--- src/rtl/mpx_bridge_pkg.sv ---
// Shared types and limits for the multiplexed 16-to-8-bit bus bridge.
package mpx_bridge_pkg;

    typedef enum logic [1:0] {
        IDLE  = 2'd0,
        BYTE1 = 2'd1,
        BYTE2 = 2'd2,
        DONE  = 2'd3
    } state_t;

    localparam int WAIT_MAX = 15;

    // Wait counter width: enough for WAIT_CYCLES, never narrower than one bit.
    function automatic int cnt_width(input int wait_cycles);
        if (wait_cycles < 1) return 1;
        return $clog2(wait_cycles + 1);
    endfunction

endpackage

--- src/rtl/mpx_bridge_if.sv ---
// CPU-side and 8-bit-side signal bundle of the bridge; word data is MSB-first (bit 0 = MSB).
interface mpx_bridge_if;
    logic        clk_en;
    logic        start;
    logic        memen;
    logic        we;
    logic        sysrdy;
    logic [0:15] q;
    logic [0:7]  d8;
    logic        memen8;
    logic        a15;
    logic [0:7]  q8;
    logic [0:15] d;
    logic        ready;

    modport slave (
        input  clk_en, start, memen, we, sysrdy, q, d8,
        output memen8, a15, q8, d, ready
    );

    modport master (
        output clk_en, start, memen, we, sysrdy, q, d8,
        input  memen8, a15, q8, d, ready
    );
endinterface

--- src/rtl/mpx_wait_counter.sv ---
// Loadable down-counter that inserts wait ticks into each 8-bit byte cycle.
module mpx_wait_counter #(
    parameter int CNT_W = 1
) (
    input  logic             clk,
    input  logic             reset,
    input  logic             en,
    input  logic             load,
    input  logic [CNT_W-1:0] load_val,
    input  logic             dec,
    output logic             zero
);

    logic [CNT_W-1:0] count;

    always_ff @(posedge clk) begin
        if (reset) begin
            count <= '0;
        end else if (en) begin
            if (load) begin
                count <= load_val;
            end else if (dec && count != '0) begin
                count <= count - 1'b1;
            end
        end
    end

    assign zero = (count == '0);

endmodule

--- src/rtl/mpx_bridge.sv ---
// Splits a 16-bit CPU access into two 8-bit bus cycles with wait states.
// Optional MPX_BRIDGE_TURBO_EN adds a turbo input that skips the wait ticks.
module mpx_bridge
    import mpx_bridge_pkg::*;
#(
    parameter int WAIT_CYCLES = 4,
    parameter bit BYTE_FIRST  = 1'b1
) (
    input  logic clk,
    input  logic reset,
`ifdef MPX_BRIDGE_TURBO_EN
    input  logic turbo,
`endif
    mpx_bridge_if.slave bus
);

    localparam int CNT_W = cnt_width(WAIT_CYCLES);

    if (WAIT_CYCLES < 0 || WAIT_CYCLES > WAIT_MAX) begin : g_bad_wait
        $error("mpx_bridge: WAIT_CYCLES out of range");
    end

    state_t           state;
    state_t           state_nxt;
    logic             access_go;
    logic             busy;
    logic             zero;
    logic             byte_done;
    logic             cnt_load;
    logic             cnt_dec;
    logic [CNT_W-1:0] load_val;
    logic             we_r;
    logic [0:15]      d_r;
    logic             memen8;
    logic             a15;
    logic             ready;

    assign access_go = bus.start & bus.memen;
    assign busy      = (state == BYTE1) || (state == BYTE2);
    assign byte_done = busy & bus.memen & zero & bus.sysrdy;

    always_ff @(posedge clk) begin
        if (reset) begin
            state <= IDLE;
        end else if (bus.clk_en) begin
            state <= state_nxt;
        end
    end

    // Dropping memen mid-access abandons it; dropping it in DONE re-arms the bridge.
    always_comb begin
        state_nxt = state;
        unique case (state)
            IDLE:  if (access_go) state_nxt = BYTE1;
            BYTE1: if (!bus.memen) state_nxt = IDLE;
                   else if (byte_done) state_nxt = BYTE2;
            BYTE2: if (!bus.memen) state_nxt = IDLE;
                   else if (byte_done) state_nxt = DONE;
            DONE:  if (!bus.memen) state_nxt = IDLE;
            default: state_nxt = IDLE;
        endcase
    end

    always_comb begin
        memen8 = 1'b0;
        a15    = BYTE_FIRST;
        ready  = 1'b1;
        unique case (state)
            IDLE:  ready = ~access_go;
            BYTE1: begin
                memen8 = 1'b1;
                ready  = 1'b0;
            end
            BYTE2: begin
                memen8 = 1'b1;
                ready  = 1'b0;
                a15    = ~BYTE_FIRST;
            end
            DONE:  ready = 1'b1;
            default: ready = 1'b1;
        endcase
    end

    // Counter loads at access start and again at the BYTE1->BYTE2 handover.
    assign cnt_load = ((state == IDLE) && access_go) || ((state == BYTE1) && byte_done);
    assign cnt_dec  = busy & ~zero;

`ifdef MPX_BRIDGE_TURBO_EN
    assign load_val = turbo ? '0 : WAIT_CYCLES[CNT_W-1:0];
`else
    assign load_val = WAIT_CYCLES[CNT_W-1:0];
`endif

    mpx_wait_counter #(
        .CNT_W (CNT_W)
    ) u_wait (
        .clk      (clk),
        .reset    (reset),
        .en       (bus.clk_en),
        .load     (cnt_load),
        .load_val (load_val),
        .dec      (cnt_dec),
        .zero     (zero)
    );

    always_ff @(posedge clk) begin
        if (reset) begin
            we_r <= 1'b0;
            d_r  <= '1;
        end else if (bus.clk_en) begin
            if ((state == IDLE) && access_go) we_r <= bus.we;
            if (byte_done && !we_r) begin
                if (a15) d_r[8:15] <= bus.d8;
                else     d_r[0:7]  <= bus.d8;
            end
        end
    end

    assign bus.memen8 = memen8;
    assign bus.a15    = a15;
    assign bus.ready  = ready;
    assign bus.d      = d_r;
    assign bus.q8     = a15 ? bus.q[8:15] : bus.q[0:7];

endmodule

--- src/flat_wrapper.sv ---
// flat-port wrapper written by rule: the top's interface ports become plain ports
module mpx_bridge_flat import mpx_bridge_pkg::*;
#(
    parameter int WAIT_CYCLES = 4,
    parameter bit BYTE_FIRST  = 1'b1
)
  (clk, reset, bus_clk_en, bus_start, bus_memen, bus_we, bus_sysrdy, bus_q, bus_d8, bus_memen8, bus_a15, bus_q8, bus_d, bus_ready);
  mpx_bridge_if bus_i ();
  input  logic clk;
  input  logic reset;
  input wire logic [$bits(bus_i.clk_en)-1:0] bus_clk_en;
  input wire logic [$bits(bus_i.start)-1:0] bus_start;
  input wire logic [$bits(bus_i.memen)-1:0] bus_memen;
  input wire logic [$bits(bus_i.we)-1:0] bus_we;
  input wire logic [$bits(bus_i.sysrdy)-1:0] bus_sysrdy;
  input wire logic [$bits(bus_i.q)-1:0] bus_q;
  input wire logic [$bits(bus_i.d8)-1:0] bus_d8;
  output wire logic [$bits(bus_i.memen8)-1:0] bus_memen8;
  output wire logic [$bits(bus_i.a15)-1:0] bus_a15;
  output wire logic [$bits(bus_i.q8)-1:0] bus_q8;
  output wire logic [$bits(bus_i.d)-1:0] bus_d;
  output wire logic [$bits(bus_i.ready)-1:0] bus_ready;
  assign bus_i.clk_en = bus_clk_en;
  assign bus_i.start = bus_start;
  assign bus_i.memen = bus_memen;
  assign bus_i.we = bus_we;
  assign bus_i.sysrdy = bus_sysrdy;
  assign bus_i.q = bus_q;
  assign bus_i.d8 = bus_d8;
  assign bus_memen8 = bus_i.memen8;
  assign bus_a15 = bus_i.a15;
  assign bus_q8 = bus_i.q8;
  assign bus_d = bus_i.d;
  assign bus_ready = bus_i.ready;
  mpx_bridge #(.WAIT_CYCLES(WAIT_CYCLES), .BYTE_FIRST(BYTE_FIRST)) u_core (.clk(clk), .reset(reset), .bus(bus_i));
endmodule
--- config.mk ---
export PLATFORM = sky130hd
export DESIGN_NAME = mpx_bridge_flat
export DESIGN_NICKNAME = d
export VERILOG_FILES = /design/src/rtl/mpx_bridge_pkg.sv /design/src/rtl/mpx_bridge_if.sv /design/src/rtl/mpx_wait_counter.sv /design/src/rtl/mpx_bridge.sv /design/src/flat_wrapper.sv
export SDC_FILE = /design/constraint.sdc
export NUM_CORES = 1
export LEC_CHECK = 0
export ABC_AREA = 1
export CORE_MARGIN = 5
export CORE_UTILIZATION = 37
export CTS_CLUSTER_SIZE = 12
export DETAILED_ROUTE_END_ITERATION = 10
export PLACE_DENSITY = 0.73
export REMOVE_ABC_BUFFERS = 1
export SLEW_MARGIN = 5
export SYNTH_ARGS = -nofsm -noshare
export SYNTH_HDL_FRONTEND = slang
export SYNTH_SLANG_ARGS = --single-unit
--- constraint.sdc ---
create_clock -name clk -period 1.6 [get_ports clk]
set_input_delay 0.32 -clock clk [delete_from_list [all_inputs] [get_ports clk]]
set_output_delay 0.32 -clock clk [all_outputs]
set_load 0.1 [all_outputs]
## After elaboration in Yosys (flattened, before gate mapping)

Cells that the tools add are included.
W data, S select, Z words.

| storage, ports and cells | value |
|---|---|
| bits in registers | 22 |
| input port bits | 31 |
| output and inout port bits | 27 |
| word-level logic and storage cells | 51 |

| operators by class | value |
|---|---|
| add/sub/neg operators | 1 |
| equality and inequality tests | 7 |
| mux-type cells | 13 |
| bitwise gates (word level) | 8 |
| reduce and logical (&&, ||, !) cells | 17 |

Operators with widths:

| operator | count |
|---|---|
| $mux W2 | 6 |
| $mux W8 | 1 |
| $pmux W2 S4 | 1 |
| $mux W3 | 2 |
| $ne A3 B2 Y1 const B | 2 |
| $reduce_and A3 Y1 | 2 |
| $and A1 B1 Y1 | 5 |
| $reduce_and A5 Y1 | 1 |
| $eq A2 B2 Y1 const B | 2 |
| $logic_and A1 B1 Y1 | 4 |
| $reduce_and A2 Y1 | 2 |
| $logic_not A3 Y1 | 1 |
| $not A1 Y1 | 3 |
| $pmux W1 S3 | 1 |
| $reduce_bool A3 Y1 | 1 |
| $sub A3 B1 Y3 const B | 1 |
| $eq A2 B1 Y1 const B | 1 |
| $logic_not A2 Y1 | 1 |
| $logic_or A1 B1 Y1 | 2 |
| $mux W1 | 2 |
| $ne A2 B1 Y1 const B | 1 |
| $ne A2 B2 Y1 const B | 1 |
| $reduce_bool A2 Y1 | 1 |
| $reduce_or A2 Y1 | 1 |
| $logic_not A1 Y1 | 1 |

## Depth between registers and ports, before layout

Gate-level depths: netlist of the first run.

| logic depth | value |
|---|---|
| word-level depth | 9 |
| depth in mapped cells | 10 |
| mapped depth without buffers | 10 |

## Modules after synthesis

A second synthesis of the first run with hierarchy kept.

| second synthesis, totals | value |
|---|---|
| cells, all modules | 179 |
| area, all modules | 1244.9 sq um |

Modules (own cells, without submodules):

| module | times used | cells each | area an instance (sq um) | seq. area each (sq um) |
|---|---|---|---|---|
| mpx_bridge | 1 | 147 | 1043.5 | 380.4 |
| mpx_wait_counter | 1 | 32 | 201.4 | 60.1 |

## Worst setup path before layout of the first run

Ideal clock, no wire load.

| path | value |
|---|---|
| kind | flip-flop to output port |
| from | register u_core.state[0] |
| to | output port bus_q8[0] |
| arrival time | 2539 ps |
| data required time | 1280 ps |
| slack | -1259 ps |
| stages on the path, launching flop included | 7 |
| buffers on the path | 1 |
| cells stage by stage | dfxtp_1 inv_1 ha_1 inv_1 clkbuf_1 nand2_1 nand2_1 |

| on the way | value |
|---|---|
| cells in the longest elaborated chain, start to end | 2 |

Ends and longest elaborated chain:

| item | line | source |
|---|---|---|
| from (decl) | mpx_bridge.sv:23 | `state_t state;` |
| from (signal assigned) | mpx_bridge.sv:46 | `state <= state_nxt;` |
| $eq A2 B2 Y1 | mpx_bridge.sv:68 | `unique case (state)` |
| $mux W8 | mpx_bridge.sv:123 | `assign bus.q8 = a15 ? bus.q[8:15] : bus.q[0:7];` |
| to (decl) | flat_wrapper.sv:20 | `output wire logic [$bits(bus_i.q8)-1:0] bus_q8;` |

No other way between the ends.

## Worst setup path in the final report of the first run

| path | value |
|---|---|
| from | input port bus_memen |
| to | output port bus_ready |

| on the way | value |
|---|---|
| cells in the longest elaborated chain, start to end | 3 |

Ends and longest elaborated chain:

| item | line | source |
|---|---|---|
| from (decl) | flat_wrapper.sv:13 | `input wire logic [$bits(bus_i.memen)-1:0] bus_memen;` |
| $and A1 B1 Y1 | mpx_bridge.sv:38 | `assign access_go = bus.start & bus.memen;` |
| $not A1 Y1 | mpx_bridge.sv:69 | `IDLE: ready = ~access_go;` |
| $pmux W1 S3 | mpx_bridge.sv:68 |  |
| to (decl) | flat_wrapper.sv:22 | `output wire logic [$bits(bus_i.ready)-1:0] bus_ready;` |

No other way between the ends.

==> results of run 1 <==
[registers in the layout, summed over array words and instances (netlist names)]
name                 cells
u_core.bus.d            16
u_core.we_r              1
u_core.state             2
u_core.u_wait.count      3
[layer usage]
layer  global-route usage [%]  vias to the layer above
met3                     3.37                       11
met4                     5.33                        0
met2                     30.0                       55
met5                        0                        -
li1                         -                      676
met1                     20.0                      637
[worst max path at each step]
stage | cells after the start | startpoint | slack, ns | endpoint
after global placement | 5 | bus_memen | -0.06 | bus_ready
after CTS | 6 | u_core.state[0]$_SDFFE_PP0P_ | -0.07 | bus_q8[3]
after floorplan | 5 | u_core.state[0]$_SDFFE_PP0P_ | -1.04 | bus_q8[0]
final | 5 | bus_memen | -0.11 | bus_ready
after global routing | 10 | u_core.state[1]$_SDFFE_PP0P_ | -0.18 | u_core.state[1]$_SDFFE_PP0P_
after detailed placement | 5 | bus_memen | -0.08 | bus_ready
[logic make-up (layout without fill, tap and decap cells)]
kind of cell    Yosys count  count (layout)
compound gates           27              27
xor+xnor                  1               1
fa+ha+maj                 7               7
buf+inv                  30             105
flops                    22              22
simple gates             75              77
[power breakdown]
part / internal, W / switching, W / leakage (nW)
clock network: 0.000253 / 0.000174 / 0.0279
registers: 0.000576 / 0.0000276 / 0.180
logic: 0.000484 / 0.000732 / 0.969
total: 0.00131 / 0.000933 / 1.18
[what timing repair did]
action / 4_1_cts / 5_1_grt
endpoints found under the setup margin: 24 / 26
resized for setup: 31 / 31
cloned: 1 / 2
setup buffers: 10 / 1
pin swaps: 4 / 11
hold buffers: 0 / 0
[Yosys cell counts, types with 3 or more instances]
master,instances
a21oi_1,7
nor2_1,9
nand2_1,50
nand3_1,8
clkbuf_1,3
o211ai_1,16
ha_1,7
o21ai_0,4
dfxtp_1,22
inv_1,22
[through the flow]
step	hold slack, ns	worst slack [ns]	TNS, ns	power, W
final	0.508	-0.115	-0.694	0.00225
after global routing	0.550	-0.183	-1.85	0.00235
after CTS	0.504	-0.0727	-0.607	0.00216
after detailed placement	0.474	-0.0817	-1.01	0.00163
after global placement	0.464	-0.0602	-0.570	0.00161
after floorplan	0.389	-1.04	-20.61	0.00122
[worst register-to-register path: stages, from the launching register on]
cell	delay (ns)
dfxtp_4	0.40
inv_4	0.05
buf_4	0.12
buf_4	0.13
ha_2	0.18
nor2_1	0.13
nor2_1	0.09
nand2_1	0.11
nand2_1	0.11
a21oi_1	0.20
nor3_1	0.07
[layout make-up]
| class | count | area share [%] |
|---|---|---|
| Inverter | 23 | 4.19 |
| Clock inverter | 1 | 1.21 |
| Tap cell | 44 | 2.22 |
| Sequential cell | 22 | 18.0 |
| Timing Repair Buffer | 78 | 40.8 |
| Clock buffer | 3 | 0.909 |
| Multi-Input combinational cell | 112 | 32.7 |
[cells in the final DEF (no fill, tap or decap), drive strengths merged]
master,n
xnor2,1
clkdlybuf4s50,30
o21ai,4
a21oi,7
bufinv,1
o211ai,16
clkbuf,3
buf,48
nor3,1
inv,22
nor2,11
dfxtp,22
nand3,13
ha,7
clkinv,1
nand2,52
==> run_results.csv, run 1 <==
group,metric,value,unit
run_status,status,"finished with violations",
run_status,violations,"setup timing",
logic_synthesis,synthSimpleGateAreaFrac,29.0,%
timing,setup_ws,-0.115,ns
routing,dr_wl_met3,259,um
logic_synthesis,synth_top_cell_by_area,"dfxtp_1",
clock_network,htree_levels,1,
routing,route.met2.wl,2.22,mm
critical_path,path_buf_inv,3,
timing,rsz0062_at_grt,"yes",
logic_synthesis,synth_top_area_share,36.9,%
logic_synthesis,synth_compound_area_share,14.7,%
finish,nFillCells,184,
die,die_w,66.8,um
critical_path,r2r_setup_slack,-0.09,ns
critical_path,critical-path-slowest-cell,"clkdlybuf4s50_1",
logic_synthesis,synth_seq_cells,22,
min_path,hp-class,"reg2reg",
clock_network,clk_pin_slew,0.12,ns
power_and_ir_drop,p_leak,1.18,nW
global_routing,grt_pass1_vias,1287,
global_routing,grt_overflow,0,
timing,hold_viol_final,0,
die,ioPinCount,58,
finish,final_nets,278,
power_and_ir_drop,power_density,907,mW/mm^2
logic_synthesis,synth_ff_type,"dfxtp_1",
timing,fin_worst_skew,0.0104,ns
routing,num_vias,1379,
finish,multi_input_area,811,sq um
critical_path,endpoint_kind,"output pin",
routing,wl_met1,1.83,mm
routing,route.detailed.drc,0,
place,place_inst,267,
die,initial_core_util,38.8,%
critical_path,critical_path.top_delay_family,"buffers and inverters",
logic_synthesis,seq_area_frac_synth,36.9,%
die,dieArea,0.00447,sq mm
timing,slew_violations,0,
routing,routed_wl,4.41,mm
logic_synthesis,synthCells,162,
clock_network,cts_tree,"built",
global_routing,grt_pass1_wl,5.82,mm
logic_synthesis,synth.distinct_cells,19,
finish,area_growth,107,%
logic_synthesis,synth_area,0.00119,sq mm
logic_synthesis,synth-adder-area-share,7.33,%
finish,finalCoreUtilization,80.5,%
logic_synthesis,ys_async_sr_fraction,0,%
routing,drtIter0Drc,41,
place,port-buffer-count,57,
place,dpl.hpwl,2.58,mm
clock_network,insertion_delay,0.31,ns
finish,layoutNonFillerInstCount,283,
routing,dr.pass1.iters,4,
logic_synthesis,synth_xor_area_share,0.733,%
critical_path,path_max_fanout,4,
clock_network,cts_buffer_depth,2,
logic_synthesis,synth_area_leaders,"dfxtp_1 (37%), nand2_1 (16%), o211ai_1 (10%)",
critical_path,slowest_delay,0.64,ns
critical_path,r2r_start,"u_core.state[1]$_SDFFE_PP0P_",
place,globalplace.congestion,0.782,
place,place_area,0.00212,sq mm
logic_synthesis,synth_top_family_by_area,"simple AND/OR/NAND/NOR gates",
finish,postLayoutCellArea,0.00248,sq mm
critical_path,worstSetupPathType,"in2out",
critical_path,r2r_cells,10,
routing,highest_layer,"met4",
clock_network,clock_sinks,22,
logic_synthesis,ys_warn_count,0,
logic_synthesis,synth.mux.area_fraction,0,%
clock_network,cts_root_buf,"clkbuf_4",
critical_path,crit_arrival,1.39,ns
routing,via_per_inst,4.87,
global_routing,grt_max_degree,17,
min_path,holdPathEnd,"u_core.u_wait.count[0]$_SDFFE_PP0P_",
timing,fin_crit_sh,107,%
critical_path,start_kind,"input pin",
timing,fin_crit,1.71,ns
min_path,hold_path_depth,2,
critical_path,regToRegEndpoint,"u_core.state[1]$_SDFFE_PP0P_",
finish,regArea,445,sq um
timing,max_clock_freq,583,MHz
routing,antenna_left,0,
finish,antennaDiodeCount,0,
critical_path,crit_chain,"clkdlybuf4s50_1 -> nand3_4 -> inv_4 -> nor2_4 -> buf_12",
finish,drive_above_1_share,41.4,%
clock_network,cts_buffers,3,
timing,setup_viol,13,
job,cap_violations,0,
die,core_area,0.00308,sq mm
global_routing,antenna_found_initial,0,
timing,slew_headroom,76.3,%
power_and_ir_drop,vdd_drop_max,0.715,mV
timing,tightestPinTransition,0.351,ns
routing,post_drt_wl_per_cell,15.6,um
logic_synthesis,synth_edf_count,0,
global_routing,grt_use_total,16.8,%
min_path,min_from,"u_core.u_wait.count[0]$_SDFFE_PP0P_",
critical_path,worstPathRequired,1.28,ns
die,die_h,66.8,um
die,rows,20,
logic_synthesis,syn_area_per_cell,7.38,sq um
No activity file was read; power rests on OpenSTA's default activity.
==> run 2: changes to the inputs <==
--- a/config.mk
+++ b/config.mk
@@ -8,8 +8,8 @@
 export ABC_AREA = 1
 export CORE_MARGIN = 5
 export CORE_UTILIZATION = 37
-export CTS_CLUSTER_SIZE = 12
 export DETAILED_ROUTE_END_ITERATION = 10
+export GPL_ROUTABILITY_DRIVEN = 0
 export PLACE_DENSITY = 0.73
 export REMOVE_ABC_BUFFERS = 1
 export SLEW_MARGIN = 5
==> results of run 2 <==
The final DEF is identical to that of run 1; final timing and power are the same.
==> run 3: changes to the inputs <==
==> constraint.sdc (replaced) <==
create_clock -name clk -period 1.6 [get_ports clk]
set_input_delay 0.32 -clock clk [delete_from_list [all_inputs] [get_ports clk]]
set_output_delay 0.32 -clock clk [all_outputs]
set_load 0.05 [all_outputs]
==> run 3 against run 2 <==
The flow still finishes with violations (setup timing). Cell count decreased by 1.4%. Non-clock buffer count is 4 lower. Largest power group unchanged. Combinational power down 24%. Count of clock-buffer cells in the layout stayed put. First-iteration DRC count shrank 15%. Via count decreased by 5.2%. Worst setup slack improved by 0.067 ns. Register-to-register slack improved by 0.18 ns. Global-route usage shrank 1.5 points. Critical path type is now reg2out. Critical path depth up 1. Clock power down 2%. Core utilization fell by 8.8 points.
==> run_results.csv, run 3 (synthesis results as in run 1) <==
group,metric,value,unit
power_and_ir_drop,power_density,882,mW/mm^2
clock_network,cts-hold-fix-buffers,0,
power_and_ir_drop,pwr-share-clk,21.5,%
timing,setup_ws,-0.0482,ns
power_and_ir_drop,vdd_drop_max,0.641,mV
routing,route.detailed.drc,0,
clock_network,clock_sinks,22,
critical_path,start_kind,"flop",
timing,fin_crit,1.65,ns
die,die_w,66.8,um
power_and_ir_drop,p_leak,1.05,nW
finish,nFillCells,237,
clock_network,insertion_delay,0.30,ns
global_routing,grt_use_total,15.3,%
critical_path,crit_path_frequent_cell,"nand2_2",
global_routing,antenna_found_initial,0,
timing,fin_worst_skew,0.0117,ns
die,rows,20,
place,pre_cts_ws,-0.0745,ns
die,core_area,0.00308,sq mm
die,dieArea,0.00447,sq mm
routing,via_per_inst,4.68,
critical_path,r2r_setup_slack,0.09,ns
finish,finalCoreUtilization,71.7,%
timing,slew_headroom,77.9,%
timing,tightestPinTransition,0.328,ns
power_and_ir_drop,p_comb_share,47.8,%
min_path,hp-class,"reg2reg",
run_status,status,"finished with violations",
clock_network,htree_levels,1,
routing,routed_wl,3.46,mm
timing,setup_viol,10,
timing,tns,-0.290,ns
timing,max_clock_freq,607,MHz
timing,hold_viol_final,0,
critical_path,crit_cells,6,
routing,dr.pass1.iters,4,
clock_network,clk_pin_slew,0.13,ns
timing,fin_crit_sh,103,%
critical_path,crit_arrival,1.33,ns
finish,drive_above_1_share,37.0,%
critical_path,r2r_cells,10,
run_status,violations,"setup timing",
power_and_ir_drop,seqPwrFrac,30.7,%
die,die_h,66.8,um
die,ioPinCount,58,
routing,drtIter0Drc,35,
global_routing,grt_overflow,0,
critical_path,worstPathRequired,1.28,ns
finish,largest_reg_flops,16,
clock_network,cts_buffers,3,
critical_path,worstSetupPathType,"reg2out",
timing,rsz0062_at_grt,"yes",
power_and_ir_drop,p_switching,0.000677,W
global_routing,grt_pass1_vias,1171,
global_routing,grt_pass1_wl,5.35,mm
finish,final_common_cell,"nand2_1",
finish,area_growth,84.7,%
critical_path,path_buf_inv,3,
critical_path,critical-path-slowest-cell,"dfxtp_2",
timing,hold_ws,0.492,ns
clock_network,cts_tree,"built",
place,place_area,0.00192,sq mm
finish,layout_common_cells,"nand2_1 (33), clkdlybuf4s50_1 (30), buf_4 (29), dfxtp_1 (20), inv_1 (18)",
timing,slew_violations,0,
finish,multi_input_area,771,sq um
finish,final_nets,274,
place,dpl.hpwl,2.41,mm
place,port-buffer-count,57,
critical_path,endpoint_kind,"output pin",
critical_path,critical_path.top_delay_family,"flip-flops",
routing,post_drt_wl_per_cell,12.4,um
finish,regArea,445,sq um
job,cap_violations,0,
routing,antenna_left,0,
power_and_ir_drop,p_int,0.00127,W
power_and_ir_drop,power.share.switching,34.8,%
finish,antennaDiodeCount,0,
die,initial_core_util,38.8,%
clock_network,cts_root_buf,"clkbuf_4",
global_routing,grt_max_degree,17,
routing,num_vias,1307,
finish,postLayoutCellArea,0.00221,sq mm
critical_path,path_max_fanout,5,
critical_path,crit_chain,"inv_4 -> ha_4 -> buf_6 -> nand2_2 -> nand2_2 -> buf_12",
critical_path,slowest_delay,0.36,ns
clock_network,cts_buffer_depth,2,
min_path,hold_path_depth,2,
## run 3: power groups by stage
| stage | registers, W | clock network (W) | logic, W |
|---|---|---|---|
| 2_1_floorplan | 0.000633 | 0 | 0.000378 |
| 3_3_place_gp | 0.000602 | 0 | 0.000781 |
| 3_5_place_dp | 0.000602 | 0 | 0.000787 |
| 4_1_cts | 0.000598 | 0.000422 | 0.000891 |
| 5_1_grt | 0.000601 | 0.000447 | 0.000995 |
| 6_report | 0.000598 | 0.000418 | 0.000931 |
## run 3: metal layers
metal / global-route usage [%] / vias up / wire length (um)
li1: - / 674 / -
met1: 19.0 / 588 / 1550
met2: 26.4 / 43 / 1660
met3: 3.54 / 2 / 239
met4: 3.81 / 0 / 17
met5: 0 / - / 0
## run 3: timing repair
item / 4_1_cts / 5_1_grt
gates cloned: 1 / 2
resized for setup: 41 / 10
pin swaps: 11 / 6
buffers inserted: 4 / 2
setup endpoints to repair: 12 / 14
## run 3: final cells by class
cell class	count	area share (%)
clock inverters	1	1.36
repair buffers	74	35.5
multi-input cells	112	34.9
flip-flops and latches	22	20.2
clock buffers	3	1.02
inverters	23	4.54
well taps	44	2.49
## run 3: path summary, 6_finish.rpt
path	startpoint	to
worst min register to register	u_core.u_wait.count[0]$_SDFFE_PP0P_	u_core.u_wait.count[0]$_SDFFE_PP0P_
worst min-delay path	u_core.u_wait.count[0]$_SDFFE_PP0P_	u_core.u_wait.count[0]$_SDFFE_PP0P_
worst max-delay path	u_core.state[0]$_SDFFE_PP0P_	bus_q8[4]
worst max register to register	u_core.state[0]$_SDFFE_PP0P_	u_core.state[0]$_SDFFE_PP0P_
## run 3: worst reg2reg max path: cells and delay by family (launching register included)
family	cells	cell delay, ns
and+or+nand+nor	4	0.39
DFF	1	0.36
buffers and inverters	3	0.36
adders and majority gates	1	0.17
AOI/OAI and AO/OA	2	0.17
## run 3: through the flow
| step | total power [W] | cells |
|---|---|---|
| after floorplan | 0.00101 | 155 |
| after global placement | 0.00138 | 266 |
| after detailed placement | 0.00139 | 266 |
| after CTS | 0.00191 | 275 |
| after global routing | 0.00204 | 279 |
| final | 0.00195 | 279 |
